<file path="src/rtl/lvds_multilane_aligner.sv">
// Per-lane bitslip word alignment followed by multi-lane deskew on sync_word.
// Define ALIGN_STATS_EN to add the slip_count and lane_skew status outputs.
module lvds_multilane_aligner #(
  parameter int NUM_LANES      = 4,
  parameter int DATA_WIDTH     = 10,
  parameter int MATCH_COUNT    = 4,
  parameter int SLIP_WAIT      = 3,
  parameter int MAX_SKEW       = 7,
  parameter int SEARCH_TIMEOUT = 255
) (
  input  logic                            clk,
  input  logic                            reset,
  input  logic                            align_en,
  input  logic [NUM_LANES-1:0]            lane_ready,
  input  logic [DATA_WIDTH-1:0]           pattern,
  input  logic [DATA_WIDTH-1:0]           sync_word,
  input  logic [NUM_LANES*DATA_WIDTH-1:0] data_in,
  output logic [NUM_LANES-1:0]            bitslip,
  output logic [NUM_LANES-1:0]            lane_locked,
  output logic                            align_done,
  output logic                            align_fail,
  output logic [NUM_LANES*DATA_WIDTH-1:0] tdata,
  output logic                            tvalid
`ifdef ALIGN_STATS_EN
  ,
  output logic [NUM_LANES*4-1:0]          slip_count,
  output logic [NUM_LANES*5-1:0]          lane_skew
`endif
);

  localparam int DLW   = $clog2(MAX_SKEW+1) + 1;
  localparam int TW    = $clog2(SEARCH_TIMEOUT+1);
  localparam int CW    = (TW > DLW) ? TW : DLW;
  localparam int DEPTH = MAX_SKEW + 1;

  localparam logic [3:0]    MC_LAST  = 4'(MATCH_COUNT - 1);
  localparam logic [3:0]    SW_LAST  = 4'(SLIP_WAIT - 1);
  localparam logic [3:0]    SLIP_MAX = 4'(DATA_WIDTH);
  localparam logic [CW-1:0] TO_CNT   = CW'(SEARCH_TIMEOUT);
  localparam logic [CW-1:0] SKEW_LIM = CW'(MAX_SKEW);

  typedef enum logic [2:0] {
    L_IDLE, L_CHECK, L_SLIP, L_WAIT, L_LOCK, L_FAIL
  } lane_st_t;

  typedef enum logic [1:0] {
    D_IDLE, D_SEARCH, D_DONE, D_FAIL
  } desk_st_t;

  lane_st_t l_st [NUM_LANES];
  lane_st_t l_nxt [NUM_LANES];
  logic [3:0] slip_cnt [NUM_LANES];
  logic [3:0] slip_nxt [NUM_LANES];
  logic [3:0] match_cnt [NUM_LANES];
  logic [3:0] match_nxt [NUM_LANES];
  logic [3:0] wait_cnt [NUM_LANES];
  logic [3:0] wait_nxt [NUM_LANES];

  logic [NUM_LANES-1:0] pat_hit;
  logic [NUM_LANES-1:0] sync_hit;
  logic [NUM_LANES-1:0] lane_fail;

  desk_st_t d_st, d_nxt;
  logic [CW-1:0] cnt;
  logic [CW-1:0] arrival [NUM_LANES];
  logic [NUM_LANES-1:0] cap;
  logic [DLW-1:0] delay [NUM_LANES];
  logic [CW-1:0] max_arr;
  logic skew_bad;

  logic [DATA_WIDTH-1:0] dl [NUM_LANES][DEPTH];

  for (genvar g = 0; g < NUM_LANES; g++) begin : g_lane
    assign pat_hit[g] =
      data_in[g*DATA_WIDTH +: DATA_WIDTH] == pattern;
    assign sync_hit[g] =
      data_in[g*DATA_WIDTH +: DATA_WIDTH] == sync_word;
    assign bitslip[g]     = l_st[g] == L_SLIP;
    assign lane_locked[g] = l_st[g] == L_LOCK;
    assign lane_fail[g]   = l_st[g] == L_FAIL;
`ifdef ALIGN_STATS_EN
    assign slip_count[g*4 +: 4] = slip_cnt[g];
    assign lane_skew[g*5 +: 5]  = 5'(delay[g]);
`endif
  end

  always_comb begin
    for (int i = 0; i < NUM_LANES; i++) begin
      l_nxt[i]     = l_st[i];
      slip_nxt[i]  = slip_cnt[i];
      match_nxt[i] = match_cnt[i];
      wait_nxt[i]  = wait_cnt[i];
      unique case (l_st[i])
        L_IDLE: if (lane_ready[i]) begin
          l_nxt[i]     = L_CHECK;
          slip_nxt[i]  = '0;
          match_nxt[i] = '0;
        end
        L_CHECK: if (pat_hit[i]) begin
          match_nxt[i] = match_cnt[i] + 1'b1;
          if (match_cnt[i] == MC_LAST) l_nxt[i] = L_LOCK;
        end else begin
          match_nxt[i] = '0;
          l_nxt[i] = (slip_cnt[i] < SLIP_MAX) ? L_SLIP : L_FAIL;
        end
        L_SLIP: begin
          slip_nxt[i] = slip_cnt[i] + 1'b1;
          wait_nxt[i] = '0;
          l_nxt[i]    = L_WAIT;
        end
        L_WAIT: if (wait_cnt[i] == SW_LAST) l_nxt[i] = L_CHECK;
                else wait_nxt[i] = wait_cnt[i] + 1'b1;
        L_LOCK, L_FAIL: begin end
        default: l_nxt[i] = L_IDLE;
      endcase
      // losing tap alignment only aborts a lane that is still searching
      if (!lane_ready[i] && (l_st[i] == L_CHECK ||
          l_st[i] == L_SLIP || l_st[i] == L_WAIT))
        l_nxt[i] = L_IDLE;
      if (!align_en) begin
        l_nxt[i]     = L_IDLE;
        slip_nxt[i]  = '0;
        match_nxt[i] = '0;
        wait_nxt[i]  = '0;
      end
    end
  end

  always_ff @(posedge clk) begin
    for (int i = 0; i < NUM_LANES; i++) begin
      if (!reset) begin
        l_st[i]      <= L_IDLE;
        slip_cnt[i]  <= '0;
        match_cnt[i] <= '0;
        wait_cnt[i]  <= '0;
      end else begin
        l_st[i]      <= l_nxt[i];
        slip_cnt[i]  <= slip_nxt[i];
        match_cnt[i] <= match_nxt[i];
        wait_cnt[i]  <= wait_nxt[i];
      end
    end
  end

  always_comb begin
    max_arr  = '0;
    skew_bad = 1'b0;
    for (int i = 0; i < NUM_LANES; i++)
      if (arrival[i] > max_arr) max_arr = arrival[i];
    for (int i = 0; i < NUM_LANES; i++)
      if (max_arr - arrival[i] > SKEW_LIM) skew_bad = 1'b1;
    d_nxt = d_st;
    unique case (d_st)
      D_IDLE: if (&lane_locked) d_nxt = D_SEARCH;
      D_SEARCH: if (&cap) d_nxt = skew_bad ? D_FAIL : D_DONE;
                else if (cnt == TO_CNT) d_nxt = D_FAIL;
      D_DONE, D_FAIL: d_nxt = d_st;
    endcase
    if (!align_en) d_nxt = D_IDLE;
  end

  always_ff @(posedge clk) begin
    if (!reset) begin
      d_st <= D_IDLE;
      cnt  <= '0;
      cap  <= '0;
      for (int i = 0; i < NUM_LANES; i++) begin
        arrival[i] <= '0;
        delay[i]   <= '0;
      end
    end else begin
      d_st <= d_nxt;
      if (!align_en || d_st == D_IDLE) begin
        cnt <= '0;
        cap <= '0;
        for (int i = 0; i < NUM_LANES; i++) begin
          arrival[i] <= '0;
          delay[i]   <= '0;
        end
      end else if (d_st == D_SEARCH) begin
        cnt <= cnt + 1'b1;
        for (int i = 0; i < NUM_LANES; i++) begin
          if (!cap[i] && sync_hit[i]) begin
            cap[i]     <= 1'b1;
            arrival[i] <= cnt;
          end
          if (&cap) delay[i] <= DLW'(max_arr - arrival[i]);
        end
      end
    end
  end

  always_ff @(posedge clk) begin
    for (int i = 0; i < NUM_LANES; i++) begin
      if (!reset) begin
        for (int k = 0; k < DEPTH; k++) dl[i][k] <= '0;
      end else begin
        dl[i][0] <= data_in[i*DATA_WIDTH +: DATA_WIDTH];
        for (int k = 1; k < DEPTH; k++) dl[i][k] <= dl[i][k-1];
      end
    end
  end

  always_comb begin
    tdata = '0;
    for (int i = 0; i < NUM_LANES; i++)
      for (int k = 0; k < DEPTH; k++)
        if (delay[i] == DLW'(k))
          tdata[i*DATA_WIDTH +: DATA_WIDTH] = dl[i][k];
  end

  assign align_done = d_st == D_DONE;
  assign tvalid     = d_st == D_DONE;
  assign align_fail = (|lane_fail) || (d_st == D_FAIL);

endmodule
</file>
<file path="config.mk">
export PLATFORM = sky130hd
export DESIGN_NAME = lvds_multilane_aligner
export DESIGN_NICKNAME = d
export VERILOG_FILES = /design/src/rtl/lvds_multilane_aligner.sv
export SDC_FILE = /design/constraint.sdc
export NUM_CORES = 1
export LEC_CHECK = 0
export BUFFER_PORTS_ARGS = -buffer_cell sky130_fd_sc_hd__buf_2
export CORE_MARGIN = 5
export CORE_UTILIZATION = 48
export CTS_BUF_LIST = sky130_fd_sc_hd__clkbuf_8
export DETAILED_ROUTE_END_ITERATION = 16
export MAX_ROUTING_LAYER = met4
export PLACE_DENSITY = 0.62
export SYNTH_ARGS = -nofsm -noshare
export SYNTH_HDL_FRONTEND = slang
export SYNTH_SLANG_ARGS = --single-unit
</file>
<file path="constraint.sdc">
create_clock -name clk -period 10.25 [get_ports clk]
set_clock_uncertainty 0.1 [all_clocks]
set_input_delay 0.5125 -clock clk [delete_from_list [all_inputs] [get_ports clk]]
set_output_delay 0.5125 -clock clk [all_outputs]
set_load 0.005 [all_outputs]
</file>
==> out/metrics.cfg, run 1 <==
[layout]
drive_above_1_share_pct = 12.4
layout-area-overhead-vs-synth_pct = 13.1
fin_area_mm2 = 0.0222
fin_util_pct = 54.7
nFillCells = 3709
stdcell_count = 2827
nets = 2374

[global_routing]
grt_pass1_vias = 15000
grt_remaining_overflow = 0
gr-usage-all-layers_pct = 22.5
grt_pass1_wl_mm = 79.1
antenna_found_initial = 3
grt_max_degree = 194

[setup_path]
r2r-start = arrival[0][1]
path_common_cell = a21oi_1
startpoint = arrival[0][1]
crit_slowest_cell = mux2i_1
start_kind = flop
crit_arrival_ns = 8.23
worstPathRequired_ns = 10.63
endpoint_kind = flop
worstReg2RegEnd = d_st[0]
cpPeakStageDelay_ns = 0.68
cp-endpoint = d_st[0]
crit_fanout = 14
critPathKind = reg -> reg
regToRegSetupSlack_ns = 2.41
r2r_cells = 30

[timing]
fin_tns_setup_ns = 0
post-route-period-util_pct = 76.5
period_minus_slack_ns = 7.84
worstMarginPinSlew_ns = 1.11
relSlewSlack_pct = 25.2
max_freq_mhz = 127
hold_viol = 0
rsz0062_at_grt = no
setup-violations-final = 0
slew_viol_final = 0

[placement]
io_buffers = 117
gp_congestion = 0.899
place_area_mm2 = 0.0207
dpl.cell_count = 2686
post-dp-hpwl_mm = 35.8

[power]
total_leakage_power_nw = 9.08
power_density_mw_per_mm2 = 158
ir_drop_uv = 82.8

[floorplan]
fp.dieH_um = 212
fp-row-count = 74
die_w_um = 212
coreArea_mm2 = 0.0406
initial_core_util_pct = 48.4
ios = 118
dieArea_mm2 = 0.0451

[logic_synthesis]
yosys-top-cells-count = 406 x dfxtp_1, 350 x and2_1, 203 x nor2_1, 113 x nand2_1, 99 x a21oi_1
synth_top_cell_by_area = dfxtp_1
ys.flop_type = dfxtp_1
synth-async-reset-ratio_pct = 0
synth_area_leaders = dfxtp_1 41%, and2_1 11%, edfxtp_1 5.5%, ha_1 4.5%, nor2_1 3.9%
ys_ff_latch = 442
syn_nets = 2259
synthMostInstantiatedCell = dfxtp_1
yosysSeqAreaShare_pct = 46.8
synth_top_area_share_pct = 41.3
netlist_area_mm2 = 0.0197
synth_edf_count = 36
ys_types = 67
avgSynthCellArea_um2 = 9.29
yosysWarnings = 0
syn_inst = 2117

[outcome]
status = finished, final reports clean

[cts]
htree_num_levels = 3
cts_max_path_buffers = 3
clk_pin_slew_worst_paths_ns = 0.07
post_cts_buffers = 0
cts_buffers = 74
cts_tree = done
root_buffer = clkbuf_8
clk_latency_ns = 0.63
cts_sinks = 442

[min_path]
hp-class = in -> reg

[detailed_routing]
dr_total_vias = 15200
wl_mm = 49.8
topRoutingLayerUsed = met4
drtIter0Drc = 899
wl_per_cell_um = 17.6
wl_met2_mm = 22.6
drtPass1Iterations = 5
wl_met3_mm = 3.28
wl_met1_mm = 22.9
via_per_inst = 5.37
postRouteAntennaNets = 0
drc = 0

[run]
max_cap_viol_count = 0

[flip-flops by register name, indices dropped and copies added (netlist names)]
signal,flops
arrival,32
cap,4
cnt,8
d_st,2
delay,16
dl,320
l_st,12
match_cnt,16
slip_cnt,16
wait_cnt,16
[cell usage in the layout, fill, tap and decap left out, types with 10 or more instances in the layout]
cell type / n
nor3_1: 51
xnor2_1: 36
buf_2: 116
nand2_1: 113
or3_1: 15
nor2_1: 203
o211ai_1: 11
ha_1: 71
mux2i_1: 57
clkbuf_8: 93
mux2_2: 16
nand2b_1: 22
o22ai_1: 10
a22oi_1: 51
inv_1: 88
nor2b_1: 38
and2_1: 350
nand3b_1: 13
xor2_1: 73
nand4_1: 31
dfxtp_1: 406
edfxtp_1: 36
nand3_1: 27
a31oi_1: 15
o21ai_0: 89
nor4_1: 17
buf_4: 12
a21oi_1: 99
[critical path: cells and delay by family (launching register included)]
family | cells | cell delay, ns
and+or+nand+nor | 7 | 1.34
AOI/OAI and AO/OA | 15 | 3.49
buffers and inverters | 2 | 0.13
muxes | 2 | 1.01
DFF | 1 | 0.45
adders and majority gates | 4 | 1.18
[kinds of logic after synthesis]
kind of cell               count (synthesis)  share of synthesized area, %
muxes                                     79                          4.50
adders and majority gates                 75                          4.92
AOI/OAI and AO/OA                        345                          11.2
DFF                                      442                          46.8
xor gates and xnor gates                 109                          4.85
and+or+nand+nor                          912                          24.8
buffers and inverters                    155                          2.98
[how the worst min path moves through the flow]
stage / to / cells after the start / slack (ns) / start
floorplan: dl[3][21] / 1 / 0.32 / dl[3][31]
global placement: dl[3][31] / 1 / 0.33 / dl[3][41]
detailed placement: dl[3][21] / 1 / 0.33 / dl[3][31]
CTS: dl[0][75] / 2 / 0.007 / data_in[5]
global route: dl[3][75] / 2 / 0.03 / data_in[35]
finish: dl[1][79] / 2 / 0.07 / data_in[19]
[routing by layer]
metal | vias up | GRT usage (%)
li1 | 7517 | -
met1 | 7205 | 29.4
met2 | 376 | 35.2
met3 | 82 | 5.30
met4 | 0 | 6.69
met5 | - | -
[report_power, final]
part	internal, mW	total, mW	leakage, nW	switching (mW)
clock network	0.852	1.56	0.877	0.713
logic	0.0645	0.159	4.46	0.0948
registers	1.76	1.78	3.74	0.0152
[through the flow]
| stage | power, mW | hold WS [ns] | worst slack, ns |
|---|---|---|---|
| 2_1_floorplan | 1.91 | 0.320 | 3.00 |
| 3_3_place_gp | 1.97 | 0.328 | 2.64 |
| 3_5_place_dp | 1.98 | 0.334 | 2.49 |
| 4_1_cts | 3.55 | 0.00725 | 2.48 |
| 5_1_grt | 3.65 | 0.0341 | 1.93 |
| 6_report | 3.50 | 0.0712 | 2.41 |
[repair_timing]
action	in CTS	in global routing
endpoints found under the hold margin	2	0
gates resized for setup	0	0
hold buffers	2	0
[layout make-up]
cell class	instances	area [um2]	share of cell area (%)
Antenna cell	3	7.51	0.0338
Inverter	63	236	1.06
Timing Repair Buffer	131	702	3.16
Clock buffer	93	1280	5.76
Tap cell	532	666	2.99
Sequential cell	442	9210	41.4
Clock inverter	43	243	1.09
Multi-Input combinational cell	1520	9900	44.5
No activity file was read; power rests on OpenSTA's default activity.
==> run 2: changes to the inputs <==
ABC_AREA = 1   (was unset)
clock period = 8.1 ns   (was 10.25 ns; I/O delays follow)
==> out/metrics.cfg, run 2 <==
[placement]
dpl.cell_count = 3267  ; was 2686
post-dp-hpwl_mm = 37.8  ; was 35.8 mm
place_area_mm2 = 0.0210  ; was 0.0207 mm2
pre_cts_ws_ns = 1.19  ; was 2.49 ns
io_buffers = 117  ; unchanged
gp_congestion = 0.970  ; was 0.899

[cts]
clk_latency_ns = 0.63  ; about the same
post_cts_buffers = 0  ; unchanged
cts_tree = done  ; unchanged
cts_sinks = 442  ; unchanged
htree_num_levels = 3  ; unchanged
cts_max_path_buffers = 3  ; unchanged
root_buffer = clkbuf_8  ; unchanged
cts.repair.resized = 0  ; unchanged
cts_buffers = 75  ; was 74
postCtsHoldBufs = 41  ; was 2
clk_pin_slew_worst_paths_ns = 0.06  ; was 0.07 ns

[logic_synthesis]
ys_ff_latch = 442  ; unchanged
ys.flop_type = dfxtp_1  ; unchanged
synth_top_area_share_pct = 40.9  ; was 41.3%
yosysSeqAreaShare_pct = 46.3  ; was 46.8%
syn_nets = 2815  ; was 2259
synth_area_leaders = dfxtp_1 41%, nand2_1 14%, inv_1 9.5%, edfxtp_1 5.4%, ha_1 4.5%  ; was dfxtp_1 41%, and2_1 11%, edfxtp_1 5.5%, ha_1 4.5%, nor2_1 3.9%
synth-async-reset-ratio_pct = 0  ; unchanged
ys_types = 51  ; was 67
synth_edf_count = 36  ; unchanged
syn_inst = 2673  ; was 2117
synth_top_cell_by_area = dfxtp_1  ; unchanged
netlist_area_mm2 = 0.0199  ; was 0.0197 mm2
avgSynthCellArea_um2 = 7.44  ; was 9.29 um2
yosysWarnings = 0  ; unchanged
synthMostInstantiatedCell = nand2_1  ; was dfxtp_1
yosys-top-cells-count = 736 x nand2_1, 506 x inv_1, 406 x dfxtp_1, 174 x nand3_1, 147 x nor2_1  ; was 406 x dfxtp_1, 350 x and2_1, 203 x nor2_1, 113 x nand2_1, 99 x a21oi_1

[setup_path]
worstPathRequired_ns = 8.54  ; was 10.63 ns
crit_slowest_cell = fa_1  ; was mux2i_1
crit_arrival_ns = 7.38  ; was 8.23 ns
cp_top_family = simple AND/OR/NAND/NOR gates  ; was compound AO/OA/AOI/OAI gates
critPathKind = reg -> reg  ; unchanged
start_kind = flop  ; unchanged
crit_fanout = 16  ; was 14
path_common_cell = nand2_1  ; was a21oi_1
worst-path-buf-inv = 5  ; was 2
cpPeakStageDelay_ns = 0.44  ; was 0.68 ns
endpoint_kind = flop  ; unchanged

[run]
max_cap_viol_count = 0  ; unchanged

[power]
total_leakage_power_nw = 12.1  ; was 9.08 nW
ir_drop_uv = 122  ; was 82.8 uV
power_mw = 4.76  ; was 3.50 mW
power_density_mw_per_mm2 = 208  ; was 158 mW/mm2

[detailed_routing]
drc = 0  ; unchanged
wl_per_cell_um = 14.9  ; was 17.6 um
postRouteAntennaNets = 0  ; unchanged
dr_total_vias = 17100  ; was 15.2k
drtPass1Iterations = 5  ; unchanged
drtIter0Drc = 1209  ; was 899
wl_mm = 51.3  ; was 49.8 mm
via_per_inst = 4.95  ; was 5.37

[timing]
worstMarginPinSlew_ns = 1.24  ; was 1.11 ns
post-route-period-util_pct = 85.7  ; was 76.5%
fin_ws_ns = 1.16  ; was 2.41 ns
setup-violations-final = 0  ; unchanged
period_minus_slack_ns = 6.94  ; was 7.84 ns
whs_ns = 0.0731  ; was 0.0712 ns
relSlewSlack_pct = 16.7  ; was 25.2%
max_freq_mhz = 144  ; was 127 MHz
hold_viol = 0  ; unchanged
rsz0062_at_grt = no  ; unchanged
slew_viol_final = 0  ; unchanged
fin_tns_setup_ns = 0  ; unchanged

[global_routing]
antenna_found_initial = 9  ; was 3
use_met2_pct = 36.0  ; was 35.2%
busiest_layer = met2  ; unchanged
grt_pass1_vias = 16200  ; was 15.0k
grt_remaining_overflow = 0  ; unchanged
use_met1_pct = 30.1  ; was 29.4%
gr-usage-all-layers_pct = 23.1  ; was 22.5%
grt_pass1_wl_mm = 82.2  ; was 79.1 mm
use_met3_pct = 4.75  ; was 5.30%
grt_max_degree = 115  ; was 194

[floorplan]
fp.dieH_um = 214  ; was 212 um
ios = 118  ; unchanged
coreArea_mm2 = 0.0409  ; was 0.0406 mm2
initial_core_util_pct = 48.6  ; was 48.4%
dieArea_mm2 = 0.0456  ; was 0.0451 mm2
fp-row-count = 74  ; unchanged
die_w_um = 214  ; was 212 um

[layout]
fin_area_mm2 = 0.0228  ; was 0.0222 mm2
final_common_cell = nand2_1  ; was dfxtp_1
mostFrequentLayoutCells = 736 x nand2_1, 540 x inv_1, 406 x dfxtp_1, 174 x nand3_1, 147 x nor2_1  ; was 406 x dfxtp_1, 350 x and2_1, 203 x nor2_1, 116 x buf_2, 113 x nand2_1
stdcell_count = 3450  ; was 2827
top_register = dl  ; unchanged
nets = 2995  ; was 2374
largestRegisters = dl x320, arrival x32  ; unchanged
layout-area-overhead-vs-synth_pct = 14.8  ; was 13.1%
drive_above_1_share_pct = 9.04  ; was 12.4%
fin_util_pct = 55.8  ; was 54.7%
largest_reg_flops = 320  ; unchanged

[outcome]
status = finished, final reports clean  ; unchanged

[min_path]
hp-class = in -> reg  ; unchanged

## run 2: cell types whose count changed in the layout (fill, tap and decap cells not counted), sizes merged, moves of 23 or more
cell,previous run,this run
a221oi,2,25
a22oi,51,0
and2,350,2
dlygate4sd3,2,41
inv,91,546
mux2i,57,0
nand2,113,741
nand3,27,174
nand4,31,67
nor2,203,148
nor2b,38,0
nor3,53,29
xor2,73,39
## run 2: worst paths after layout
kind | depth (start not counted) | to | slack [ns] | from
hold reg to reg | 2 | dl[0][55] | 0.31 | dl[0][65]
setup reg to reg | 40 | d_st[0] | 1.16 | arrival[0][7]
hold / removal | 4 | slip_cnt[1][2] | 0.07 | lane_ready[1]
setup / recovery | 40 | d_st[0] | 1.16 | arrival[0][7]
## run 2: worst reg2reg max path, delay by kind of cell, from the launching register on
family	cells	cell delay [ns]
simple gates	24	2.55
xor+xnor	1	0.16
buf+inv	5	0.76
compound gates	5	1.10
flops	1	0.38
fa+ha+maj	5	1.76
## run 2: area by class of cell
class,count,area [um2]
Antenna cell,10,25.0
Multi-Input combinational cell,1639,8450
Tap cell,532,666
Clock inverter,47,245
Inverter,523,1960
Sequential cell,442,9210
Fill cell,3921,18100
Clock buffer,85,1170
Timing Repair Buffer,172,1110
## run 2: kinds of logic after synthesis
| logic type | count (synthesis) | synth area share, % |
|---|---|---|
| DFF | 442 | 46.3 |
| adders and majority gates | 75 | 4.87 |
| buffers and inverters | 592 | 11.3 |
| and+or+nand+nor | 1201 | 25.6 |
| xor gates and xnor gates | 85 | 3.74 |
| AOI/OAI and AO/OA | 278 | 8.21 |
## run 2: per-layer routing
layer | up-vias | wire [um]
met3 | 91 | 3010
li1 | 8753 | -
met5 | - | 0
met2 | 397 | 22900
met1 | 7824 | 24000
met4 | 0 | 1370
## run 2: where the power goes
group | switching [mW] | internal, mW
logic | 0.377 | 0.241
clock network | 0.885 | 0.995
registers | 0.0226 | 2.24
